**config.mk**
```make
export PLATFORM = sky130hd
export DESIGN_NAME = axil_mailbox_responder
export DESIGN_NICKNAME = d
export VERILOG_FILES = /design/src/rtl/cl_axil_mbox_pkg.sv /design/src/rtl/axil_mbox_fifo.sv /design/src/rtl/axil_mailbox_responder.sv
export SDC_FILE = /design/constraint.sdc
export NUM_CORES = 1
export LEC_CHECK = 0
export ABC_AREA = 1
export CAP_MARGIN = 40
export CORE_UTILIZATION = 35
export CTS_BUF_LIST = sky130_fd_sc_hd__clkbuf_16
export DETAILED_ROUTE_END_ITERATION = 7
export DONT_BUFFER_PORTS = 1
export SETUP_SLACK_MARGIN = 0.1
export SYNTH_ARGS = -nofsm -noshare
export SYNTH_HDL_FRONTEND = slang
export SYNTH_SLANG_ARGS = --single-unit
```
**constraint.sdc**
```tcl
create_clock -name clk_i -period 6.9 [get_ports clk_i]
set_input_delay 1.38 -clock clk_i [delete_from_list [all_inputs] [get_ports clk_i]]
set_output_delay 1.38 -clock clk_i [all_outputs]
set_load 0.005 [all_outputs]
```
**src/rtl/cl_axil_mbox_pkg.sv**
```systemverilog
// Shared definitions for the AXI-Lite mailbox responder:
// register offsets, response codes, ISR bits, FSM states.
package cl_axil_mbox_pkg;

   localparam logic [11:0] REG_TX_DATA = 12'h000;
   localparam logic [11:0] REG_TX_VAC  = 12'h004;
   localparam logic [11:0] REG_RX_DATA = 12'h008;
   localparam logic [11:0] REG_RX_OCC  = 12'h00C;
   localparam logic [11:0] REG_ISR     = 12'h010;
   localparam logic [11:0] REG_IER     = 12'h014;
   localparam logic [11:0] REG_SCRATCH = 12'h018;

   localparam logic [1:0] RESP_OKAY   = 2'b00;
   localparam logic [1:0] RESP_SLVERR = 2'b10;

   localparam int ISR_TX_OVF = 0;
   localparam int ISR_RX_UNF = 1;
   localparam int ISR_RX_NE  = 2;

   typedef enum logic [1:0] {
      W_IDLE,
      W_HAVE_AW,
      W_HAVE_W,
      W_RESP
   } wr_state_e;

   typedef enum logic {
      R_IDLE,
      R_RESP
   } rd_state_e;

   function automatic logic [11:0] reg_off(input logic [31:0] a);
      return {a[11:2], 2'b00};
   endfunction

endpackage

```
**src/rtl/axil_mbox_fifo.sv**
```systemverilog
// Single-clock 1r1w word FIFO with occupancy output.
// Push while full and pop while empty are ignored.
module axil_mbox_fifo #(
   parameter int DEPTH_P = 16,
   parameter int WIDTH_P = 32,
   localparam int AW = $clog2(DEPTH_P),
   localparam int CW = AW + 1
) (
   input  logic               clk_i,
   input  logic               reset_n_i,
   input  logic               push_i,
   input  logic [WIDTH_P-1:0] data_i,
   input  logic               pop_i,
   output logic [WIDTH_P-1:0] data_o,
   output logic               full_o,
   output logic               empty_o,
   output logic [CW-1:0]      count_o
);

   logic [WIDTH_P-1:0] mem [DEPTH_P];
   logic [AW-1:0]      wr_ptr;
   logic [AW-1:0]      rd_ptr;
   logic [CW-1:0]      count;
   logic               do_push;
   logic               do_pop;

   assign full_o  = (count == CW'(DEPTH_P));
   assign empty_o = (count == '0);
   assign count_o = count;
   assign data_o  = mem[rd_ptr];
   assign do_push = push_i & ~full_o;
   assign do_pop  = pop_i & ~empty_o;

   // Storage write; contents need no reset
   always_ff @(posedge clk_i) begin
      if (do_push) mem[wr_ptr] <= data_i;
   end

   // Pointers wrap naturally since depth is a power of 2
   always_ff @(posedge clk_i or negedge reset_n_i) begin
      if (!reset_n_i) begin
         wr_ptr <= '0;
         rd_ptr <= '0;
         count  <= '0;
      end else begin
         if (do_push) wr_ptr <= wr_ptr + 1'b1;
         if (do_pop)  rd_ptr <= rd_ptr + 1'b1;
         count <= count + CW'(do_push) - CW'(do_pop);
      end
   end

endmodule

```
**src/rtl/axil_mailbox_responder.sv**
```systemverilog
// AXI-Lite mailbox endpoint: TX/RX word FIFOs plus status regs.
// AXIL_MBOX_LOOPBACK_EN routes the TX FIFO head into the RX FIFO.
module axil_mailbox_responder
   import cl_axil_mbox_pkg::*;
#(
   parameter int FIFO_DEPTH_P = 16,
   parameter int DATA_WIDTH_P = 32
) (
   input  logic        clk_i,
   input  logic        reset_n_i,
   input  logic [31:0] s_awaddr_i,
   input  logic        s_awvalid_i,
   output logic        s_awready_o,
   input  logic [31:0] s_wdata_i,
   input  logic [3:0]  s_wstrb_i,
   input  logic        s_wvalid_i,
   output logic        s_wready_o,
   output logic [1:0]  s_bresp_o,
   output logic        s_bvalid_o,
   input  logic        s_bready_i,
   input  logic [31:0] s_araddr_i,
   input  logic        s_arvalid_i,
   output logic        s_arready_o,
   output logic [31:0] s_rdata_o,
   output logic [1:0]  s_rresp_o,
   output logic        s_rvalid_o,
   input  logic        s_rready_i,
   output logic [31:0] tx_data_o,
   output logic        tx_v_o,
   input  logic        tx_yumi_i,
   input  logic [31:0] rx_data_i,
   input  logic        rx_v_i,
   output logic        rx_ready_o,
   output logic        irq_o
);

   localparam int CW = $clog2(FIFO_DEPTH_P) + 1;

   wr_state_e   w_state, w_next;
   rd_state_e   r_state, r_next;
   logic        live_q;
   logic [11:0] aw_off_q;
   logic [31:0] wdata_q;
   logic [3:0]  wstrb_q;
   logic [1:0]  bresp_q, rresp_q;
   logic [31:0] rdata_q;
   logic [1:0]  isr_q;
   logic [2:0]  ier_q;
   logic [31:0] scratch_q;
   logic        irq_q;

   logic        aw_hs, w_hs, ar_hs, wr_fire;
   logic [11:0] wr_off, rd_off;
   logic [31:0] wr_data, rd_val;
   logic [3:0]  wr_strb;
   logic [1:0]  wr_resp, rd_resp, isr_clr;
   logic        set_ovf, set_unf, ier_we, scr_we;
   logic        tx_push, tx_pop, tx_full, tx_empty;
   logic        rx_push, rx_pop, rx_full, rx_empty;
   logic [31:0] tx_head, rx_head, rx_wdata;
   logic [CW-1:0] tx_count, rx_count;
   logic        unused_bits;

   assign s_awready_o = live_q & ((w_state == W_IDLE) |
                                  (w_state == W_HAVE_W));
   assign s_wready_o  = live_q & ((w_state == W_IDLE) |
                                  (w_state == W_HAVE_AW));
   assign s_bvalid_o  = (w_state == W_RESP);
   assign s_bresp_o   = bresp_q;
   assign s_arready_o = live_q & (r_state == R_IDLE);
   assign s_rvalid_o  = (r_state == R_RESP);
   assign s_rdata_o   = rdata_q;
   assign s_rresp_o   = rresp_q;
   assign irq_o       = irq_q;
   assign tx_data_o   = tx_head;

   assign aw_hs   = s_awvalid_i & s_awready_o;
   assign w_hs    = s_wvalid_i & s_wready_o;
   assign ar_hs   = s_arvalid_i & s_arready_o;
   assign wr_off  = (w_state == W_HAVE_AW) ? aw_off_q
                                           : reg_off(s_awaddr_i);
   assign wr_data = (w_state == W_HAVE_W) ? wdata_q : s_wdata_i;
   assign wr_strb = (w_state == W_HAVE_W) ? wstrb_q : s_wstrb_i;
   assign rd_off  = reg_off(s_araddr_i);

`ifdef AXIL_MBOX_LOOPBACK_EN
   assign tx_pop      = ~tx_empty & ~rx_full;
   assign rx_push     = tx_pop;
   assign rx_wdata    = tx_head;
   assign tx_v_o      = 1'b0;
   assign rx_ready_o  = 1'b0;
   assign unused_bits = ^{s_awaddr_i[31:12], s_awaddr_i[1:0],
                          s_araddr_i[31:12], s_araddr_i[1:0],
                          tx_yumi_i, rx_v_i, rx_data_i};
`else
   assign tx_pop      = tx_yumi_i;
   assign rx_push     = rx_v_i & live_q;
   assign rx_wdata    = rx_data_i;
   assign tx_v_o      = ~tx_empty;
   assign rx_ready_o  = live_q & ~rx_full;
   assign unused_bits = ^{s_awaddr_i[31:12], s_awaddr_i[1:0],
                          s_araddr_i[31:12], s_araddr_i[1:0]};
`endif

   axil_mbox_fifo #(.DEPTH_P(FIFO_DEPTH_P), .WIDTH_P(DATA_WIDTH_P))
   u_tx_fifo (
      .clk_i   (clk_i),
      .reset_n_i(reset_n_i),
      .push_i  (tx_push),
      .data_i  (wr_data),
      .pop_i   (tx_pop),
      .data_o  (tx_head),
      .full_o  (tx_full),
      .empty_o (tx_empty),
      .count_o (tx_count)
   );

   axil_mbox_fifo #(.DEPTH_P(FIFO_DEPTH_P), .WIDTH_P(DATA_WIDTH_P))
   u_rx_fifo (
      .clk_i   (clk_i),
      .reset_n_i(reset_n_i),
      .push_i  (rx_push),
      .data_i  (rx_wdata),
      .pop_i   (rx_pop),
      .data_o  (rx_head),
      .full_o  (rx_full),
      .empty_o (rx_empty),
      .count_o (rx_count)
   );

   // State registers; live_q holds readies low until first edge
   always_ff @(posedge clk_i or negedge reset_n_i) begin
      if (!reset_n_i) begin
         w_state <= W_IDLE;
         r_state <= R_IDLE;
         live_q  <= 1'b0;
      end else begin
         w_state <= w_next;
         r_state <= r_next;
         live_q  <= 1'b1;
      end
   end

   // Write FSM: gather AW and W in any order, then respond
   always_comb begin
      w_next  = w_state;
      wr_fire = 1'b0;
      case (w_state)
         W_IDLE: begin
            if (aw_hs && w_hs) begin
               w_next  = W_RESP;
               wr_fire = 1'b1;
            end else if (aw_hs) begin
               w_next = W_HAVE_AW;
            end else if (w_hs) begin
               w_next = W_HAVE_W;
            end
         end
         W_HAVE_AW: if (w_hs) begin
            w_next  = W_RESP;
            wr_fire = 1'b1;
         end
         W_HAVE_W: if (aw_hs) begin
            w_next  = W_RESP;
            wr_fire = 1'b1;
         end
         W_RESP: if (s_bready_i) w_next = W_IDLE;
         default: w_next = W_IDLE;
      endcase
   end

   // Read FSM: single outstanding read, held until rready
   always_comb begin
      r_next = r_state;
      case (r_state)
         R_IDLE:  if (ar_hs) r_next = R_RESP;
         R_RESP:  if (s_rready_i) r_next = R_IDLE;
         default: r_next = R_IDLE;
      endcase
   end

   // Write decode: side effects fire once per completed write
   always_comb begin
      tx_push = 1'b0;
      set_ovf = 1'b0;
      isr_clr = 2'b00;
      ier_we  = 1'b0;
      scr_we  = 1'b0;
      wr_resp = RESP_OKAY;
      case (wr_off)
         REG_TX_DATA: begin
            if (tx_full) begin
               wr_resp = RESP_SLVERR;
               set_ovf = wr_fire;
            end else begin
               tx_push = wr_fire;
            end
         end
         REG_ISR:     isr_clr = wr_fire ? wr_data[1:0] : 2'b00;
         REG_IER:     ier_we  = wr_fire;
         REG_SCRATCH: scr_we  = wr_fire;
         default:     wr_resp = RESP_SLVERR;
      endcase
   end

   // Read decode: RX pop happens at AR acceptance
   always_comb begin
      rd_val  = '0;
      rd_resp = RESP_OKAY;
      rx_pop  = 1'b0;
      set_unf = 1'b0;
      case (rd_off)
         REG_TX_VAC:  rd_val = 32'(FIFO_DEPTH_P) - 32'(tx_count);
         REG_RX_DATA: begin
            if (rx_empty) begin
               rd_resp = RESP_SLVERR;
               set_unf = ar_hs;
            end else begin
               rd_val = rx_head;
               rx_pop = ar_hs;
            end
         end
         REG_RX_OCC:  rd_val = 32'(rx_count);
         REG_ISR:     rd_val = {29'd0, ~rx_empty, isr_q};
         REG_IER:     rd_val = {29'd0, ier_q};
         REG_SCRATCH: rd_val = scratch_q;
         default:     rd_resp = RESP_SLVERR;
      endcase
   end

   // Bus capture and response registers
   always_ff @(posedge clk_i or negedge reset_n_i) begin
      if (!reset_n_i) begin
         aw_off_q <= '0;
         wdata_q  <= '0;
         wstrb_q  <= '0;
         bresp_q  <= RESP_OKAY;
         rdata_q  <= '0;
         rresp_q  <= RESP_OKAY;
      end else begin
         if (aw_hs)   aw_off_q <= reg_off(s_awaddr_i);
         if (w_hs)    wdata_q  <= s_wdata_i;
         if (w_hs)    wstrb_q  <= s_wstrb_i;
         if (wr_fire) bresp_q  <= wr_resp;
         if (ar_hs)   rdata_q  <= rd_val;
         if (ar_hs)   rresp_q  <= rd_resp;
      end
   end

   // Control registers; a same-cycle set beats a W1C clear
   always_ff @(posedge clk_i or negedge reset_n_i) begin
      if (!reset_n_i) begin
         isr_q     <= '0;
         ier_q     <= '0;
         scratch_q <= '0;
         irq_q     <= 1'b0;
      end else begin
         isr_q <= (isr_q & ~isr_clr) | {set_unf, set_ovf};
         if (ier_we && wr_strb[0]) ier_q <= wr_data[2:0];
         for (int b = 0; b < 4; b++) begin
            if (scr_we && wr_strb[b])
               scratch_q[8*b +: 8] <= wr_data[8*b +: 8];
         end
         irq_q <= |({~rx_empty, isr_q} & ier_q);
      end
   end

endmodule

```
# After elaboration in Yosys (flattened, before gate mapping)

Memory sizes are Yosys's and may differ from the RTL's.
Cells that the tools add are included.

Reduce and logical (&&, ||, !) cells: 14
Shifts and indexed selects: 0
Add/sub/neg operators: 9
Divide/modulo/power cells: 0
Equal/unequal tests: 18
Muxes and demuxes: 39
Bitwise logic cells: 23
Multipliers: 0
$lt $le $gt $ge: 0

Operator list:

| kind                | count |
|---|---|
| $pmux 32 s6         | 1 |
| $mux 32             | 2 |
| $eq 12x5->1 const B | 3 |
| $eq 10x3->1 const B | 3 |
| $eq 10x2->1 const B | 2 |
| $mux 2              | 10 |
| $mux 1              | 19 |
| $add 4x1->4 const B | 4 |
| $and 1x1->1         | 12 |
| $logic_not 12->1    | 1 |
| $mux 12             | 1 |
| $add 5x1->5         | 2 |
| $eq 10x1->1 const B | 1 |
| $eq 5x5->1 const B  | 2 |
| $logic_not 5->1     | 2 |
| $sub 5x1->5         | 2 |
| $pmux 2 s2          | 2 |
| $pmux 2 s4          | 1 |
| $logic_and 1x1->1   | 6 |
| $reduce_or 3->1     | 2 |
| $sub 5x5->6 const A | 1 |
| $not 1->1           | 5 |
| $reduce_or 5->1     | 1 |
| $eq 2x2->1 const B  | 2 |
| 14 further kinds    | 16 |

Bits of input ports: 141
Output and inout port bits: 76
Memories kept: 2
RAM bits: 1024
Word-level logic and storage cells: 127
Flip-flop bits (word level): 150
Bits in read-only memories: 0
Bits in latches: 0

Memory list:

| memory        | depth | bits a word | read ports | clocked after Yosys merged registers in | write ports | line                 | source |
|---|---|---|---|---|---|---|---|
| u_rx_fifo.mem | 16    | 32          | 1          | 0                                       | 1           | axil_mbox_fifo.sv:20 | `logic [WIDTH_P-1:0] mem [DEPTH_P];` |
| u_tx_fifo.mem | 16    | 32          | 1          | 0                                       | 1           | axil_mbox_fifo.sv:20 |  |

# Depth between registers and ports, before layout

Word-level depth: 12
Mapped depth: 18
Gate-level depth less buffers: 17

# By module

Synthesis repeated with hierarchy kept, for this count alone.

Cells, all modules: 5143
Area total of the unflattened synthesis: 51094.0 µm²

By module, submodules not included:

| module                 | cells each | area each (µm²) | instances |
|---|---|---|---|
| axil_mbox_fifo         | 2092       | 22111.2         | 2 |
| axil_mailbox_responder | 959        | 6871.6          | 1 |

# Worst setup path before layout

Ideal clock, no wire load.

Path type: input -> register
From: input port s_awaddr_i[3]
To: memory u_tx_fifo.mem[0][0] (enable)
Arrival time: 3.631 ns
Path slack: 2.848 ns
Setup time: 0.421 ns
Data required time: 6.479 ns
Stages: 11
Cell sequence: inv_1 nand2_1 o21ai_2 nand2_1 nor2_1 nand4_1 inv_1 nand2_2 inv_2 nand2_4 nor2_1

Longest elaborated chain between the ends: 6

RTL lines:

| what                         | line                          | source |
|---|---|---|
| start, declared              | axil_mailbox_responder.sv:11  | `input logic [31:0] s_awaddr_i,` |
| $mux 12                      | axil_mailbox_responder.sv:80  | `assign wr_off = (w_state == W_HAVE_AW) ? aw_off_q` |
| $logic_not 12->1             | axil_mailbox_responder.sv:190 | `case (wr_off)` |
| $mux 1                       | axil_mailbox_responder.sv:190 |  |
| $and 1x1->1                  | axil_mbox_fifo.sv:31          | `assign do_push = push_i & ~full_o;` |
| named net u_tx_fifo.do_push  | axil_mbox_fifo.sv:24          | `logic do_push;` |
| $mux 1                       | axil_mbox_fifo.sv:36          | `if (do_push) mem[wr_ptr] <= data_i;` |
| $mux 1 (not written as such) | axil_mbox_fifo.sv:36          |  |
| end, declared                | axil_mbox_fifo.sv:20          |  |

The timed path passes the listed nets, and every way through them passes these cells.

# Final worst setup path

From: register u_tx_fifo.rd_ptr[0]
To: output port tx_data_o[1]

Longest elaborated chain between the ends: 1

RTL lines:

| what                   | line                         | source |
|---|---|---|
| start, declared        | axil_mbox_fifo.sv:22         | `logic [AW-1:0] rd_ptr;` |
| start signal, assigned | axil_mbox_fifo.sv:47         | `if (do_pop) rd_ptr <= rd_ptr + 1'b1;` |
| $mem_v2 16x32          | --                           |  |
| end, declared          | axil_mailbox_responder.sv:28 | `output logic [31:0] tx_data_o,` |

Every way passes these cells.

==> summary.md <==
| Metric | Value |
|---|---|
| Status | completed |
| Post-synth EDFFs | about 1000 |
| Commonest non-fill, non-tap cell in the layout | edfxtp_1 |
| Worst hold path class | in -> async |
| Worst VDD drop | between 0.0004 and 0.0005 V |
| Skew final | between 0.06 and 0.07 ns |
| Crit Path Category | reg -> out |
| CTS Buf Count | about 120 |
| Post-Syn Instances | between 4000 and 5000 |
| GPL Wtd Cong | 0.8229 |
| Final TNS setup | 0 ns |
| Overflow after GRT | 0 |
| Leakage Power | ~20 nW |
| Vias in the first global route | roughly 30000 |
| Fin nets | ~4400 |
| CTS tree | done |
| Slew margin rel. | roughly a quarter |
| Fillers | roughly 13000 |
| FMAX | around 200 MHz |
| Register area share after synthesis | a little under three quarters |
| Yosys warning count | 0 |
| Largest net degree at the start of global routing | ~220 |
| Final HPWL DP | approximately 70 mm |
| Die Wd | around 370 um |
| Clock period minus final worst setup slack | approximately 5.0 ns |
| Nature of the critical path endpoint | output port |
| Startpoint Class | flop |
| Root Buffer | clkbuf_16 |
| Max-slew violation count | 0 |
| Worst r2r path cells | 14 |
| Power Total | between 15 and 20 mW |
| DRC violations left | 0 |
| First-pass DRT Iterations | 5 |
| Worst-Skew Late Latency | approximately 0.76 ns |
| Most frequent cells in the layout | edfxtp_1 (1024), nand2_1 (773), nor2_1 (659), o21ai_0 (520), nand3_1 (358) |
| Pwr dens | 353.3 mW/mm^2 |
| Cell Area, Synth | just under 0.05 sq mm |
| Hold Buf Count CTS | 0 |
| Post-route ant nets | 0 |
| Mean post-synth cell area | around 11 sq um |
| Clk slew on worst S/H paths | 0.06 ns |
| Ys async rst share | 12.63% |
| Setup Viol. Count Final | 0 |
| Max FO, Critical Path | 120 |
| Prevailing post-synth register cell | edfxtp_1 |
| Period Utilization, post-route | a little under three quarters |
| CTS Sinks | roughly 1200 |
| RSZ-0062 raised after global routing | false |
| Slew @ Worst Pin | between 1 and 1.5 ns |
| Row Count | ~140 |
| Worst EP arrival | 3.57 ns |
| Via-per-instance ratio | ~5.1 |
| Die height | between 300 and 400 um |
| Hold WS | roughly 0.36 ns |
| Placed Area | about 0.051 sq mm |
| Share of cells above drive strength 1 | between 8 and 9% |
| Distinct cells, synth | 37 |
| Post-place setup slack | ~2.2 ns |
| Gr usage total | a little under a fifth |
| Num ports | ~220 |
| Finished Core Util | about two fifths |
| Post_cts resized | 0 |
| Final worst setup slack | 1.946 ns |
| CP required | ~5.5 ns |
| Htree depth | 3 |
| Detailed-route via count | approximately 31000 |
| Final hold violation count | 0 |
| Area Growth Syn to Fin | 13.18% |
| Number of port buffers | 0 |
| # Max-Cap Violations | 0 |
| Post-Layout Cell Count | between 6000 and 7000 |
| Post-CTS setup repair buffer count | 0 |
| Post-route cell area | roughly 0.055 sq mm |
| CTS Buffer Depth | 3 |
| Global-route wire length before repair | 190.4 mm |
| Initial core utilization | 35.48% |
| # placed instances | 5889 |
| Initial DRC count | 3066 |
| Routed wire length per instance | 20.99 um |
| Initial antenna violation count | 10 |
| Std-Cell Core Area | between 0.1 and 0.15 sq mm |
| Routed wire length | roughly 130 mm |
| #FFs+latches synth | approximately 1200 |
| Die Area | about 0.14 sq mm |
[area by class of cell]
| cell class | count | area (sq um) | area share, % |
|---|---|---|---|
| flip-flops and latches | 1172 | 34470 | 63.05 |
| multi-input cells | 2618 | 12300 | 22.51 |
| clock buffers | 118 | 2953 | 5.402 |
| well taps | 1781 | 2228 | 4.077 |
| repair buffers | 110 | 1120 | 2.049 |
| inverters | 211 | 808.3 | 1.479 |
| clock inverters | 105 | 775.7 | 1.419 |
| diodes | 3 | 7.507 | 0.01373 |
[sequential cells by signal (all words and copies together) (netlist names), 5 cells and up]
signal             flops
u_tx_fifo.count_o      5
u_rx_fifo.mem        512
u_tx_fifo.mem        512
aw_off_q              10
u_rx_fifo.count_o      5
s_rdata_o             32
wdata_q               32
scratch_q             32
[power by group]
part / leakage, nW / switching (mW) / internal, mW
clock network: 1.92 / 2.75 / 3.38
logic: 6.84 / 3.20 / 1.22
registers: 11.2 / 0.248 / 8.52
[metal layers]
metal	vias up	global-route usage (%)	routed length, um
met1	15391	24.31	55360
met5	-	0	107
met4	16	5.117	2935
met3	209	4.488	9802
met2	973	28.88	60200
li1	14744	-	-
[path summary, 6_finish.rpt]
kind	from	slack, ns	to
setup / recovery	u_tx_fifo.rd_ptr[0]$_DFFE_PN0P_	1.95	tx_data_o[1]
hold / removal	reset_n_i	0.36	aw_off_q[8]$_DFFE_PN0N_
setup reg to reg	w_state[1]$_DFFE_PN0P_	3.11	u_tx_fifo.mem[2][28]$_DFFE_PP_
hold reg to reg	scratch_q[1]$_DFFE_PN0P_	0.48	scratch_q[1]$_DFFE_PN0P_
max in group asynchronous	reset_n_i	6.18	s_rdata_o[0]$_DFFE_PN0P_
min in group clk_i	scratch_q[1]$_DFFE_PN0P_	0.48	scratch_q[1]$_DFFE_PN0P_
[synth_stat cells (2+ instances only)]
library cell	instances	area share, %
a21oi_1	6	0.062
buf_1	31	0.24
buf_2	46	0.48
buf_4	3	0.047
buf_6	4	0.093
clkbuf_1	163	1.3
conb_1	2	0.016
dfrtp_1	148	7.7
edfxtp_1	1024	64
fa_1	2	0.083
ha_1	32	0.83
inv_1	205	1.6
inv_2	5	0.039
nand2_1	773	6.0
nand2_2	2	0.026
nand2_4	4	0.093
nand3_1	358	3.7
nand3_2	3	0.062
nand4_1	7	0.091
nor2_1	692	5.4
nor2_2	3	0.039
nor3_1	6	0.062
o211ai_1	43	0.67
o21ai_0	552	5.7
o21ai_2	7	0.13
o21bai_1	2	0.031
o221ai_1	32	0.58
o22ai_1	64	0.83
xnor2_1	6	0.11
xor2_1	15	0.27
[worst max-delay path: stages, from the launching register on]
cell     delay [ns]
dfrtp_4        0.66
inv_6          0.57
buf_12         0.49
buf_4          0.38
nor2_1         0.07
o22ai_1        0.17
o21ai_0        0.09
o21ai_0        0.37
[logic make-up (layout without fill, tap and decap cells)]
group / Yosys count / count (layout) / synth area share [%]
DFF: 1172 / 1172 / 71.33
and+or+nand+nor: 1851 / 1851 / 15.53
adders and majority gates: 34 / 34 / 0.9119
buffers and inverters: 458 / 544 / 3.764
other: 2 / 6 / 0.01555
xor gates and xnor gates: 21 / 21 / 0.3808
AOI/OAI and AO/OA: 709 / 709 / 8.067
(Power assumes the default switching activity.)
